## config.mk

```make
export PLATFORM = sky130hd
export DESIGN_NAME = adjust_controller
export DESIGN_NICKNAME = d
export VERILOG_FILES = /design/src/rtl/alarm_clock_pkg.sv /design/src/rtl/btn_conditioner.sv /design/src/rtl/adjust_controller.sv
export SDC_FILE = /design/constraint.sdc
export NUM_CORES = 1
export LEC_CHECK = 0
export BUFFER_PORTS_ARGS = -buffer_cell sky130_fd_sc_hd__buf_4
export CAP_MARGIN = 15
export CORE_ASPECT_RATIO = 1.2
export CORE_UTILIZATION = 60
export CTS_CLUSTER_SIZE = 25
export DETAILED_ROUTE_END_ITERATION = 8
export GPL_ROUTABILITY_DRIVEN = 0
export PLACE_DENSITY = 0.82
export SYNTH_ARGS = -nofsm -noshare
export SYNTH_HDL_FRONTEND = slang
export SYNTH_SLANG_ARGS = --single-unit
```

## constraint.sdc

```tcl
create_clock -name clk -period 2.2 [get_ports clk]
set_input_delay 0.33 -clock clk [delete_from_list [all_inputs] [get_ports clk]]
set_output_delay 0.33 -clock clk [all_outputs]
set_load 0.02 [all_outputs]
```

## src/rtl/alarm_clock_pkg.sv

```systemverilog
// Shared state codes and defaults for the alarm clock control path.
// Latency: n/a (declarations only).
// Backpressure: n/a.
package alarm_clock_pkg;

  localparam int MODE_W           = 3;
  localparam int DEBOUNCE_DEFAULT = 500000;

  typedef enum logic [MODE_W-1:0] {
    ST_RUN       = 3'd0,
    ST_ADJ_T_HR  = 3'd1,
    ST_ADJ_T_MIN = 3'd2,
    ST_ADJ_A_HR  = 3'd3,
    ST_ADJ_A_MIN = 3'd4
  } state_t;

endpackage

```

## src/rtl/btn_conditioner.sv

```systemverilog
// Button front end: 2-flop synchroniser, stability-counter debounce, rising-edge pulse.
// Latency: raw edge to o_press = 2 + DEBOUNCE_CYCLES + 1 cycles.
// Backpressure: none; o_press is a single-cycle strobe, a held button yields one pulse.
module btn_conditioner #(
  parameter int DEBOUNCE_CYCLES = 500000,
  parameter int CW              = 19
) (
  input  logic i_clk,
  input  logic i_rst_n,
  input  logic i_btn,
  output logic o_press
);

  localparam logic [CW-1:0] LP_LAST = CW'(DEBOUNCE_CYCLES - 1);

  logic          r_sync1;
  logic          r_sync2;
  logic [CW-1:0] r_cnt;
  logic          r_level;
  logic          r_level_d;
  logic          r_press;

  // Bring the asynchronous button into the clock domain.
  always_ff @(posedge i_clk or negedge i_rst_n) begin
    if (!i_rst_n) begin
      r_sync1 <= 1'b0;
      r_sync2 <= 1'b0;
    end else begin
      r_sync1 <= i_btn;
      r_sync2 <= r_sync1;
    end
  end

  // Accept a new level only after DEBOUNCE_CYCLES consecutive differing samples.
  always_ff @(posedge i_clk or negedge i_rst_n) begin
    if (!i_rst_n) begin
      r_cnt   <= '0;
      r_level <= 1'b0;
    end else if (r_sync2 == r_level) begin
      r_cnt <= '0;
    end else if (r_cnt == LP_LAST) begin
      r_cnt   <= '0;
      r_level <= r_sync2;
    end else begin
      r_cnt <= r_cnt + 1'b1;
    end
  end

  // Registered one-cycle pulse on a debounced 0->1 transition.
  always_ff @(posedge i_clk or negedge i_rst_n) begin
    if (!i_rst_n) begin
      r_level_d <= 1'b0;
      r_press   <= 1'b0;
    end else begin
      r_level_d <= r_level;
      r_press   <= r_level & ~r_level_d;
    end
  end

  assign o_press = r_press;

endmodule

```

## src/rtl/adjust_controller.sv

```systemverilog
// Run/adjust mode FSM and registered enable/direction decode for the time and alarm counters.
// Latency: tick or press pulse to strobe 1 cycle; raw button to press pulse 2+DEBOUNCE_CYCLES+1.
// Backpressure: none; every strobe is one cycle, simultaneous up+down is dropped, mode beats up/down.
module adjust_controller
  import alarm_clock_pkg::*;
#(
  parameter int DEBOUNCE_CYCLES = DEBOUNCE_DEFAULT,
  parameter int CW              = 19
) (
  input  logic              clk,
  input  logic              reset,
  input  logic              tick_1hz,
  input  logic              btn_mode,
  input  logic              btn_up,
  input  logic              btn_down,
  input  logic              sec_max,
  input  logic              min_max,
  output logic              sec_en,
  output logic              min_en,
  output logic              hour_en,
  output logic              time_up,
  output logic              time_down,
  output logic              amin_en,
  output logic              ahour_en,
  output logic              alm_up,
  output logic              alm_down,
  output logic [MODE_W-1:0] mode
);

  logic   w_mode_p;
  logic   w_up_p;
  logic   w_down_p;
  logic   w_adj_ok;

  state_t r_state;
  logic   r_sec_en, r_min_en, r_hour_en, r_time_up, r_time_down;
  logic   r_amin_en, r_ahour_en, r_alm_up, r_alm_down;

  btn_conditioner #(.DEBOUNCE_CYCLES(DEBOUNCE_CYCLES), .CW(CW)) u_btn_mode (
    .i_clk(clk), .i_rst_n(reset), .i_btn(btn_mode), .o_press(w_mode_p)
  );
  btn_conditioner #(.DEBOUNCE_CYCLES(DEBOUNCE_CYCLES), .CW(CW)) u_btn_up (
    .i_clk(clk), .i_rst_n(reset), .i_btn(btn_up), .o_press(w_up_p)
  );
  btn_conditioner #(.DEBOUNCE_CYCLES(DEBOUNCE_CYCLES), .CW(CW)) u_btn_down (
    .i_clk(clk), .i_rst_n(reset), .i_btn(btn_down), .o_press(w_down_p)
  );

  // Exactly one of up/down, and no mode press competing in the same cycle.
  assign w_adj_ok = (w_up_p ^ w_down_p) & ~w_mode_p;

  // Mode FSM plus strobe decode; outputs reflect the state as it was in the press/tick cycle.
  always_ff @(posedge clk or negedge reset) begin
    if (!reset) begin
      r_state     <= ST_RUN;
      r_sec_en    <= 1'b0;
      r_min_en    <= 1'b0;
      r_hour_en   <= 1'b0;
      r_time_up   <= 1'b0;
      r_time_down <= 1'b0;
      r_amin_en   <= 1'b0;
      r_ahour_en  <= 1'b0;
      r_alm_up    <= 1'b0;
      r_alm_down  <= 1'b0;
    end else begin
      r_sec_en    <= 1'b0;
      r_min_en    <= 1'b0;
      r_hour_en   <= 1'b0;
      r_time_up   <= 1'b0;
      r_time_down <= 1'b0;
      r_amin_en   <= 1'b0;
      r_ahour_en  <= 1'b0;
      r_alm_up    <= 1'b0;
      r_alm_down  <= 1'b0;

      case (r_state)
        ST_RUN, ST_ADJ_A_HR, ST_ADJ_A_MIN: begin
          // Time keeps running; carries use the counters' pre-increment flags.
          r_time_up <= 1'b1;
          r_sec_en  <= tick_1hz;
          r_min_en  <= tick_1hz & sec_max;
          r_hour_en <= tick_1hz & sec_max & min_max;
          if (r_state == ST_ADJ_A_HR) begin
            r_ahour_en <= w_adj_ok;
            r_alm_up   <= w_adj_ok & w_up_p;
            r_alm_down <= w_adj_ok & w_down_p;
          end else if (r_state == ST_ADJ_A_MIN) begin
            r_amin_en  <= w_adj_ok;
            r_alm_up   <= w_adj_ok & w_up_p;
            r_alm_down <= w_adj_ok & w_down_p;
          end
        end
        ST_ADJ_T_HR, ST_ADJ_T_MIN: begin
          // Time frozen: only manual strobes, no carry into the neighbouring field.
          r_hour_en   <= w_adj_ok & (r_state == ST_ADJ_T_HR);
          r_min_en    <= w_adj_ok & (r_state == ST_ADJ_T_MIN);
          r_time_up   <= w_adj_ok & w_up_p;
          r_time_down <= w_adj_ok & w_down_p;
        end
        default: ;
      endcase

      case (r_state)
        ST_RUN:       r_state <= w_mode_p ? ST_ADJ_T_HR  : ST_RUN;
        ST_ADJ_T_HR:  r_state <= w_mode_p ? ST_ADJ_T_MIN : ST_ADJ_T_HR;
        ST_ADJ_T_MIN: r_state <= w_mode_p ? ST_ADJ_A_HR  : ST_ADJ_T_MIN;
        ST_ADJ_A_HR:  r_state <= w_mode_p ? ST_ADJ_A_MIN : ST_ADJ_A_HR;
        ST_ADJ_A_MIN: r_state <= w_mode_p ? ST_RUN       : ST_ADJ_A_MIN;
        default:      r_state <= ST_RUN;
      endcase
    end
  end

  assign sec_en    = r_sec_en;
  assign min_en    = r_min_en;
  assign hour_en   = r_hour_en;
  assign time_up   = r_time_up;
  assign time_down = r_time_down;
  assign amin_en   = r_amin_en;
  assign ahour_en  = r_ahour_en;
  assign alm_up    = r_alm_up;
  assign alm_down  = r_alm_down;
  assign mode      = r_state;

endmodule
```

**Yosys cells after proc, flatten, opt, wreduce, memory -nomap -nowiden**

Cells that the tools add are included.

- Memories kept: 0
- Output and inout port bits: 12
- Word-level logic and storage cells: 93
- Latch bits: 0
- ROM bits: 0
- Bits of input ports: 8
- RAM bits: 0
- Register bits after elaboration: 84

- Equality and inequality tests: 10
- Add/sub/neg operators: 3
- Multiply operators: 0
- Bitwise logic cells: 18
- Div/mod/pow operators: 0
- Muxes and demuxes: 28
- Shift-type cells: 0
- Reductions and logical operators: 6
- $lt $le $gt $ge: 0

Operators with widths:

| operator | count |
|---|---|
| 19-bit 2-to-1 mux | 6 |
| 19-bit by 1-bit adder with 19-bit output (second input constant) | 3 |
| 19-bit == test (second input constant) | 3 |
| 1-bit 2-to-1 mux | 15 |
| 3-bit one-hot mux with 5 select lines | 1 |
| 1-bit bitwise AND | 10 |
| 1-bit NOT | 7 |
| 3-bit by 2-bit == test with 1-bit output (second input constant) | 2 |
| 3-bit 2-to-1 mux | 2 |
| 1-bit one-hot mux with 2 select lines | 3 |
| 2-bit AND reduction | 3 |
| 1-bit == test | 3 |
| 3-bit by 1-bit == test with 1-bit output (second input constant) | 1 |
| 3-bit == test (second input constant) | 1 |
| 3-bit zero test | 1 |
| 3-bit OR reduction | 1 |
| 2-bit 2-to-1 mux | 1 |
| 2-bit OR reduction | 1 |
| 1-bit XOR | 1 |

**Depth between registers and ports, before layout**

Gate-level depths: netlist (run 1).

- Word-level depth: 6
- Mapped depth: 6
- Depth with buffers taken out: 5

**Cells and area by module**

From an unflattened synthesis (run 1), not the netlist that was laid out.

- Cells, all modules: 370
- Area, all modules: 3975.1 um^2

Modules (own cells, without submodules):

| module | cells an instance | area an instance (um^2) | times used |
|---|---|---|---|
| btn_conditioner (u_btn_mode ...) | 108 | 1136.1 | 2 |
| btn_conditioner (u_btn_down) | 108 | 1129.8 | 1 |
| adjust_controller | 46 | 573.0 | 1 |

**Worst setup path after synthesis (run 1)**

No wires, ideal clock.

- Path kind: reg-to-reg
- From: register u_btn_mode.r_cnt[2]
- To: register u_btn_mode.r_cnt[17]
- Library setup time: 79 ps
- Required time: 2121 ps
- Data arrival time: 1783 ps
- Path slack: 338 ps
- Buffers on the path: 1
- Cell stages (with the launch flop): 6
- Cells stage by stage: dfrtp_1 nand3_1 or4_1 buf_2 or4_1 a21oi_1

- Cells in the longest elaborated chain, start to end: 3
- Elaborated cells between the ends (all ways): 4

RTL lines:

| what | line | text |
|---|---|---|
| from (decl) | btn_conditioner.sv:18 | `logic [CW-1:0] r_cnt;` |
| from (signal assigned) | btn_conditioner.sv:45 | `r_cnt <= r_cnt + 1'b1;` |
| 19-bit by 1-bit adder with 19-bit output / 19-bit == test (equally long branches) | btn_conditioner.sv:45, btn_conditioner.sv:41 |  |
| 19-bit 2-to-1 mux (*) | btn_conditioner.sv:41 | `end else if (r_cnt == LP_LAST) begin` |
| 19-bit 2-to-1 mux (*) | btn_conditioner.sv:39 | `end else if (r_sync2 == r_level) begin` |

Every way passes the cells marked *; elsewhere a longest branch is shown, timed or not.
A chain may end at the register's enable or synchronous reset.

**Worst setup path in the final report (run 1)**

- From: register u_btn_mode.r_cnt[5]
- To: register u_btn_mode.r_cnt[17]

The elaborated chain is that of the path after synthesis.

==> results of run 1 <==
[path summary, 6_finish.rpt]
kind | startpoint | end | slack [ps] | cells after the start
max in group asynchronous | reset | u_btn_down.r_cnt[13]$_DFF_PN0_ | 1150 | 3
min in group asynchronous | reset | u_btn_up.r_cnt[13]$_DFF_PN0_ | 460 | 2
worst max register to register | u_btn_mode.r_cnt[5]$_DFF_PN0_ | u_btn_mode.r_cnt[17]$_DFF_PN0_ | 200 | 4
worst min-delay path | btn_down | u_btn_down.r_sync1$_DFF_PN0_ | 80 | 1
worst max-delay path | u_btn_mode.r_cnt[5]$_DFF_PN0_ | u_btn_mode.r_cnt[17]$_DFF_PN0_ | 200 | 4
worst min register to register | u_btn_down.r_sync1$_DFF_PN0_ | u_btn_down.r_sync2$_DFF_PN0_ | 360 | 0
[kinds of logic after synthesis]
kind of cell             after synthesis
flip-flops                            84
buffers and inverters                 21
XOR/XNOR                              41
AND/OR/NAND/NOR                      170
multiplexers                           3
AO/OA/AOI/OAI                         43
adder cells (fa/ha/maj)                3
[final cells by class]
cell class	instances	share of cell area, %
inverters	14	1.24
flip-flops and latches	84	49.6
well taps	82	2.42
clock buffers	9	2.93
clock inverters	7	1.74
multi-input cells	260	37.4
repair buffers	24	4.61
[stage by stage]
stage	worst slack [ps]	utilization, %	area (um^2)	std cells	hold slack, ps
6_report	198	70.0	4230	480	80.4
5_1_grt	64.8	70.0	4230	480	63.9
4_1_cts	177	70.0	4230	480	63.1
3_5_place_dp	173	66.5	4030	463	304
3_3_place_gp	298	66.5	4030	463	309
2_1_floorplan	338	-	3770	365	34.4
[state kept, by name, summed over array words and instances (netlist names), 3 cells and up]
signal,count
u_btn_mode.r_cnt,19
mode,3
u_btn_up.r_cnt,19
u_btn_down.r_cnt,19
[synthesized netlist by cell type (3+ instances only)]
cell type  instances
nor2b_1            4
inv_1             14
clkbuf_1           5
or4_1             10
o21ai_0           14
nor2_1            51
ha_1               3
nand2_1           24
nor3_1             7
dfrtp_1           84
nand3_1           17
xnor2_1           29
nor4_1            10
nand4_1            9
or3_1             15
and4_1             3
xor2_1            12
nand2b_1           3
o31ai_1            5
a21oi_1           18
nor4b_1            4
and2_1             3
[report_power, final]
group | switching, uW | internal [uW] | total (uW)
combinational | 68.3 | 36.6 | 105
clock | 557 | 530 | 1090
sequential | 18.8 | 1560 | 1580
total | 644 | 2130 | 2770
[layer usage]
layer	routed length (um)	track usage (%)	share of wire (%)
met5	0	0	0
met4	125	12.2	1.9
met3	176	3.87	2.7
met2	3210	36.1	50
met1	2920	28.0	45
[critical path, stage by stage, from the launching register on]
cell	delay, ps
dfrtp_1	450
nand4_2	190
or4_1	620
or4_1	510
a21oi_1	160
[placed cells by master (no fill, tap or decap), types with 2 or more instances in the layout]
cell type,count
dfrtp_1,84
nor3_1,7
or4b_1,2
nand3_1,17
nor3b_1,2
or4_1,10
a21oi_1,18
xnor2_1,29
ha_1,3
or3_1,15
inv_6,2
and2_1,3
nand2b_1,3
nor2_1,51
mux2_2,2
buf_4,22
and4_1,3
inv_1,14
nand4_2,2
nor4_1,10
o21ai_0,14
o31ai_1,5
clkinv_2,2
nand4_1,9
xor2_1,12
nor2b_1,4
clkbuf_8,9
nand2_1,24
nor4b_1,4
[what timing repair did]
action / CTS / global route
endpoints found under the hold margin: 34 / 0
hold buffers: 1 / 0
setup endpoints to repair: 0 / 0
resized for setup: 0 / 0
==> impl_metrics.json, run 1 <==
{
  "synth.avg_cell_area_um2": 10.3,
  "fin_crit_sh_pct": 91.0,
  "yosys-top-cells-area": "dfrtp_1 56%, xnor2_1 6.7%, nor2_1 5.1%, xor2_1 2.8%, or3_1 2.5%",
  "htreeDepth": 3,
  "die_area_mm2": 0.00660,
  "p_leak_uw": 0.00174,
  "synth_compound_area_share_pct": 6.38,
  "synth_cells": 365,
  "multiInputGateArea_mm2": 0.00158,
  "track_usage_pct": 22.1,
  "skew_ps": 11.7,
  "synth_nets": 376,
  "layout-drive-gt1-share_pct": 11.3,
  "slew_headroom_pct": 70.7,
  "yosys-mux-area-fraction_pct": 0.897,
  "avgRoutedWirePerCell_um": 13.4,
  "critPathArrivalTime_ps": 2290,
  "start_util_pct": 62.3,
  "grt_setup_unrepaired": "false",
  "finalHoldViolCount": 0,
  "cts_buffers": 9,
  "clock.fmax_ghz": 0.500,
  "viasPerCell": 5.58,
  "area_growth_syn_to_layout_pct": 12.4,
  "post_cts_buffers": 0,
  "core_area_mm2": 0.00605,
  "fin_total_pwr_uw": 2770,
  "synth_xor_area_share_pct": 9.53,
  "maxCapViolCount": 0,
  "synth-simple-area-share_pct": 24.2,
  "synth_top_area_share_pct": 55.8,
  "cts_sinks": 84,
  "antenna_found_initial": 0,
  "nFillCells": 468,
  "grt_pass1_wl_um": 11000,
  "synth_fa_ha_area_share_pct": 0.996,
  "io_buffers": 19,
  "tns_ps": 0,
  "vdd_drop_max_mv": 0.637,
  "ios": 20,
  "cts.path.max_buffers": 2,
  "grt_pass1_vias": 2469,
  "final.min_clock_period_ps": 2000,
  "cts-root-buf": "clkbuf_8",
  "die_w_um": 74.3,
  "min_path_type": "input port to flip-flop",
  "synth_top_family_by_area": "simple AND/OR/NAND/NOR gates",
  "dpl.hpwl_um": 4520,
  "yosysWarnings": 0,
  "grt_max_degree": 51,
  "drc": 0,
  "worst_pin_slew_ps": 440,
  "critPathMaxFanout": 7,
  "powerDensity_mw_per_mm2": 655,
  "drt_iter0_markers": 95,
  "diodes": 0,
  "yosysTopAreaCell": "dfrtp_1",
  "firstDrtPassIters": 4,
  "critPathCaptureType": "flip-flop",
  "antenna_left": 0,
  "seq_area_frac_synth_pct": 55.8,
  "synth_edf_count": 0,
  "drv_slew": 0,
  "ys_ff_latch": 84,
  "cts_tree": "done",
  "critPathKind": "flip-flop to flip-flop",
  "cp-start-kind": "flip-flop",
  "rows": 31,
  "synth-async-reset-ratio_pct": 100,
  "clock_latency_ps": 360,
  "clkTransAtPathRegs_ps": 90,
  "layout.nets": 404,
  "regArea_mm2": 0.00210,
  "synth_ff_type": "dfrtp_1",
  "synth_area_mm2": 0.00377,
  "wl_um": 6430,
  "required_ps": 2490,
  "setup_viol": 0,
  "status": "finished, final reports clean",
  "die_y_um": 88.8,
  "dr_total_vias": 2680,
  "overflow": 0,
  "yosys.cell_types.count": 38
}
(Power assumes the default switching activity.)
==> inputs of run 2 (changes only) <==
Settings changed: RECOVER_POWER set to 100.
==> impl_metrics.json, run 2 (synthesis results as in run 1) <==
{
  "status": "finished, final reports clean",
  "critPathMaxFanout": 4,
  "clkTransAtPathRegs_ps": 80,
  "io_buffers": 19,
  "tns_ps": 0,
  "overflow": 0,
  "antenna_found_initial": 0,
  "skew_ps": 11.7,
  "cts-root-buf": "clkbuf_8",
  "diodes": 0,
  "setup_viol": 0,
  "area_growth_syn_to_layout_pct": 10.5,
  "preCtsSetupSlack_ps": 173,
  "htreeDepth": 3,
  "drv_slew": 0,
  "dpl.hpwl_um": 4520,
  "die_area_mm2": 0.00660,
  "crit_end": "u_btn_down.r_cnt[18]$_DFF_PN0_",
  "powerDensity_mw_per_mm2": 664,
  "cp-start-kind": "flip-flop",
  "critPathKind": "flip-flop to flip-flop",
  "r2r_end": "u_btn_down.r_cnt[18]$_DFF_PN0_",
  "worst_pin_slew_ps": 809,
  "finalHoldViolCount": 0,
  "grt_pass1_wl_um": 11000,
  "cts.path.max_buffers": 2,
  "final_common_cell": "dfrtp_1",
  "clock.fmax_ghz": 0.499,
  "reg2reg_depth": 5,
  "grt_pass1_vias": 2469,
  "dr_total_vias": 2676,
  "rrSetupSlack_ps": 200,
  "post_cts_buffers": 0,
  "critPathCaptureType": "flip-flop",
  "start_util_pct": 62.3,
  "cts_buffers": 9,
  "p_leak_uw": 0.00168,
  "clock_latency_ps": 360,
  "layout.nets": 404,
  "cts_tree": "done",
  "fin_crit_sh_pct": 91.1,
  "viasPerCell": 5.58,
  "cts_repair_resize_count": 0,
  "wl_um": 6440,
  "drc": 0,
  "fin_total_pwr_uw": 2770,
  "final.min_clock_period_ps": 2000,
  "core_area_mm2": 0.00605,
  "rows": 31,
  "vdd_drop_max_mv": 0.640,
  "layout-drive-gt1-share_pct": 8.04,
  "avgRoutedWirePerCell_um": 13.4,
  "ios": 20,
  "grt_max_degree": 51,
  "die_y_um": 88.8,
  "slew_headroom_pct": 46.1,
  "reg.largest.list": "u_btn_down.r_cnt: 19 flops, u_btn_mode.r_cnt: 19 flops, u_btn_up.r_cnt: 19 flops",
  "maxCapViolCount": 0,
  "drt_iter0_markers": 98,
  "grt_setup_unrepaired": "false",
  "cts_sinks": 84,
  "mostFrequentLayoutCells": "84 x dfrtp_1, 51 x nor2_1, 29 x xnor2_1, 24 x nand2_1, 18 x a21oi_1",
  "critPathArrivalTime_ps": 2280,
  "required_ps": 2480,
  "track_usage_pct": 22.1,
  "r2r-start": "u_btn_down.r_cnt[0]$_DFF_PN0_",
  "min_path_type": "input port to flip-flop",
  "die_w_um": 74.3,
  "antenna_left": 0,
  "finalWorstSetupSlack_ps": 196,
  "firstDrtPassIters": 4,
  "cp-startpoint": "u_btn_down.r_cnt[0]$_DFF_PN0_"
}
run 2: cell count changes in the layout (fill, tap and decap cells not counted):
cell | previous run | this run
o21ai_2 | 1 | 0
clkbuf_4 | 0 | 4
o21ai_0 | 14 | 16
and2_0 | 0 | 2
buf_4 | 22 | 3
clkbuf_2 | 0 | 4
o21ai_1 | 1 | 0
buf_12 | 1 | 0
and2_1 | 3 | 1
clkbuf_1 | 0 | 12
run 2: metal layers:
layer  global-route usage, %  vias up  part of all wire (%)
met5                       0        -                     0
met4                    12.2        0                   1.9
met3                    3.87       10                   2.9
met2                    36.1       50                    50
met1                    28.0     1288                    45
li1                        -     1328                     -
run 2: cell type report:
class                   count  area (um^2)
clock buffers               9          124
clock inverters             7         73.8
fillers                   492         1890
inverters                  14         52.6
multi-input cells         260         1580
flip-flops and latches     84         2100
well taps                  82          103
repair buffers             24          128
run 2: through the flow:
step	std cells	util [%]	hold slack, ps	cell area [um^2]
2_1_floorplan	365	-	34.4	3770
3_3_place_gp	463	66.5	309	4030
3_5_place_dp	463	66.5	304	4030
4_1_cts	480	70.0	63.1	4230
5_1_grt	480	68.8	85.9	4160
6_report	480	68.8	103	4160
run 2: worst min path at each step:
| stage | endpoint | startpoint | depth (start not counted) | slack [ps] |
|---|---|---|---|---|
| CTS | u_btn_down.r_sync1$_DFF_PN0_ | btn_down | 1 | 60 |
| global placement | u_btn_up.r_cnt[13]$_DFF_PN0_ | reset | 1 | 310 |
| global route | u_btn_mode.r_sync1$_DFF_PN0_ | btn_mode | 1 | 90 |
| floorplan | ahour_en$_DFF_PN0_ | reset | 0 | 30 |
| finish | u_btn_down.r_sync1$_DFF_PN0_ | btn_down | 1 | 100 |
| detailed placement | u_btn_up.r_cnt[13]$_DFF_PN0_ | reset | 1 | 300 |
run 2: worst max-delay path, stage by stage, from the launching register on:
cell	delay [ps]
dfrtp_1	390
ha_1	240
nand4_1	190
or4_1	620
or3_1	340
a21oi_1	150
run 2: power breakdown:
group,internal [uW],switching [uW],leakage [uW],total [uW]
logic,28.8,67.5,0.000437,96.3
clock network,530,557,0.000100,1090
registers,1560,18.7,0.00114,1580
total,2120,643,0.00168,2770
run 2: repair_timing:
action	in CTS	in global routing
hold buffers	1	0
setup endpoints to repair	0	0
endpoints found under the hold margin	34	0
==> inputs of run 3 (changes only) <==
Settings changed: CTS_BUF_LIST set to sky130_fd_sc_hd__clkbuf_4, RECOVER_POWER 100 to 25.
==> impl_metrics.json, run 3 (synthesis results as in run 1) <==
{
  "maxCapViolCount": 0,
  "overflow": 0,
  "r2r-start": "u_btn_down.r_cnt[0]$_DFF_PN0_",
  "rows": 31,
  "die_y_um": 88.8,
  "critPathKind": "flip-flop to flip-flop",
  "p_leak_uw": 0.00173,
  "p_seq_share_pct": 61.4,
  "powerDensity_mw_per_mm2": 613,
  "layout.nets": 407,
  "drt_iter0_markers": 99,
  "grt_max_degree": 51,
  "ios": 20,
  "grt_pass1_wl_um": 10900,
  "cts_tree": "done",
  "drv_slew": 0,
  "final_common_cell": "dfrtp_1",
  "core_area_mm2": 0.00605,
  "diodes": 0,
  "critPathArrivalTime_ps": 2380,
  "wl_um": 6460,
  "clock.fmax_ghz": 0.496,
  "internal_power_uw": 1960,
  "status": "finished, final reports clean",
  "switchingPower_uw": 623,
  "cts_buffers": 9,
  "finalHoldViolCount": 0,
  "htreeDepth": 3,
  "nFillCells": 471,
  "clkPwrFrac_pct": 34.4,
  "r2r_end": "u_btn_down.r_cnt[18]$_DFF_PN0_",
  "drc": 0,
  "tns_ps": 0,
  "die_area_mm2": 0.00660,
  "worst_pin_slew_ps": 844,
  "combPwrFrac_pct": 4.2,
  "avgRoutedWirePerCell_um": 13.4,
  "setup_viol": 0,
  "reg2reg_depth": 5,
  "cts_sinks": 84,
  "area_growth_syn_to_layout_pct": 11.6,
  "cp_slowest_cell": "or4_1",
  "grt_setup_unrepaired": "false",
  "cts-root-buf": "clkbuf_4",
  "critPathCaptureType": "flip-flop",
  "hold_slack_ps": 119,
  "viasPerCell": 5.49,
  "slew_headroom_pct": 43.7,
  "rrSetupSlack_ps": 180,
  "cts_repair_resize_count": 0,
  "layout-drive-gt1-share_pct": 11.2,
  "min_path_type": "input port to flip-flop",
  "track_usage_pct": 22.0,
  "cp-startpoint": "u_btn_down.r_cnt[0]$_DFF_PN0_",
  "antenna_left": 0,
  "mostFrequentLayoutCells": "84 x dfrtp_1, 51 x nor2_1, 29 x xnor2_1, 24 x nand2_1",
  "reg.largest.list": "u_btn_down.r_cnt: 19 flops, u_btn_mode.r_cnt: 19 flops, u_btn_up.r_cnt: 19 flops",
  "final.min_clock_period_ps": 2020,
  "clock_latency_ps": 430,
  "dpl.hpwl_um": 4520,
  "path_cells": "ha_1 > nand4_1 > or4_1 > or3_1 > a21oi_1",
  "grt_pass1_vias": 2501,
  "io_buffers": 19,
  "required_ps": 2560,
  "vdd_drop_max_mv": 0.616,
  "cp-start-kind": "flip-flop",
  "antenna_found_initial": 0,
  "slowest_delay_ps": 620,
  "cts.path.max_buffers": 2,
  "skew_ps": 17.8,
  "fin_crit_sh_pct": 91.7,
  "firstDrtPassIters": 4,
  "crit_end": "u_btn_down.r_cnt[18]$_DFF_PN0_",
  "die_w_um": 74.3,
  "p_sw_share_pct": 24.2,
  "critPathMaxFanout": 4,
  "clkTransAtPathRegs_ps": 140,
  "start_util_pct": 62.3,
  "dr_total_vias": 2651
}
[run 3: changes by cell type in the layout (fill, tap and decap cells not counted), sizes merged]
cell         before  now
buf               3   19
clkbuf           29   13
dlygate4sd3       1    4
[run 3: how the worst min path moves through the flow]
stage | startpoint | end | slack, ps | cells after the start
after floorplan | reset | ahour_en$_DFF_PN0_ | 30 | 0
after global placement | reset | u_btn_up.r_cnt[13]$_DFF_PN0_ | 310 | 1
after detailed placement | reset | u_btn_up.r_cnt[13]$_DFF_PN0_ | 300 | 1
after CTS | sec_max | hour_en$_DFF_PN0_ | 100 | 3
after global routing | sec_max | hour_en$_DFF_PN0_ | 110 | 3
final | sec_max | hour_en$_DFF_PN0_ | 120 | 3
[run 3: routing by layer]
metal  wire length [um]  vias to the layer above  GRT usage [%]
li1                   -                     1332              -
met1               2980                     1274           27.7
met2               3180                       31           36.4
met3                155                       14           3.53
met4                147                        0           11.7
met5                  0                        -              0
[run 3: timing repair]
item / in CTS / in global routing
setup buffers: 0 / 0
hold endpoints to repair: 37 / 0
hold buffers: 4 / 0
[run 3: final cells by class]
cell class	instances	area [um^2]	share of cell area, %
tap	82	103	2.44
clock inverter	7	73.8	1.76
sequential	84	2100	50.0
multi-input combinational	260	1580	37.7
timing repair buffer	27	223	5.30
clock buffer	9	67.6	1.61
inverter	14	52.6	1.25
[run 3: worst max-delay path, delay by kind of cell (launching register included)]
kind | cells | cell delay (ps)
fa+ha+maj | 1 | 240
simple gates | 3 | 1150
compound gates | 1 | 150
flops | 1 | 410
[run 3: power by group through the flow]
stage	registers (uW)	clock network, uW	logic, uW
after global routing	1590	965	127
after detailed placement	1610	0	107
after global placement	1610	0	104
after CTS	1580	907	112
after floorplan	1610	0	41.9
final	1580	888	108
[run 3: stage by stage]
stage | utilization [%] | instance area, um^2 | std cells | power [uW] | setup slack (ps)
floorplan | - | 3770 | 365 | 1650 | 338
global placement | 66.5 | 4030 | 463 | 1710 | 298
detailed placement | 66.5 | 4030 | 463 | 1720 | 173
CTS | 69.5 | 4210 | 483 | 2600 | 168
global route | 69.5 | 4210 | 483 | 2680 | 62.0
finish | 69.5 | 4210 | 483 | 2580 | 184
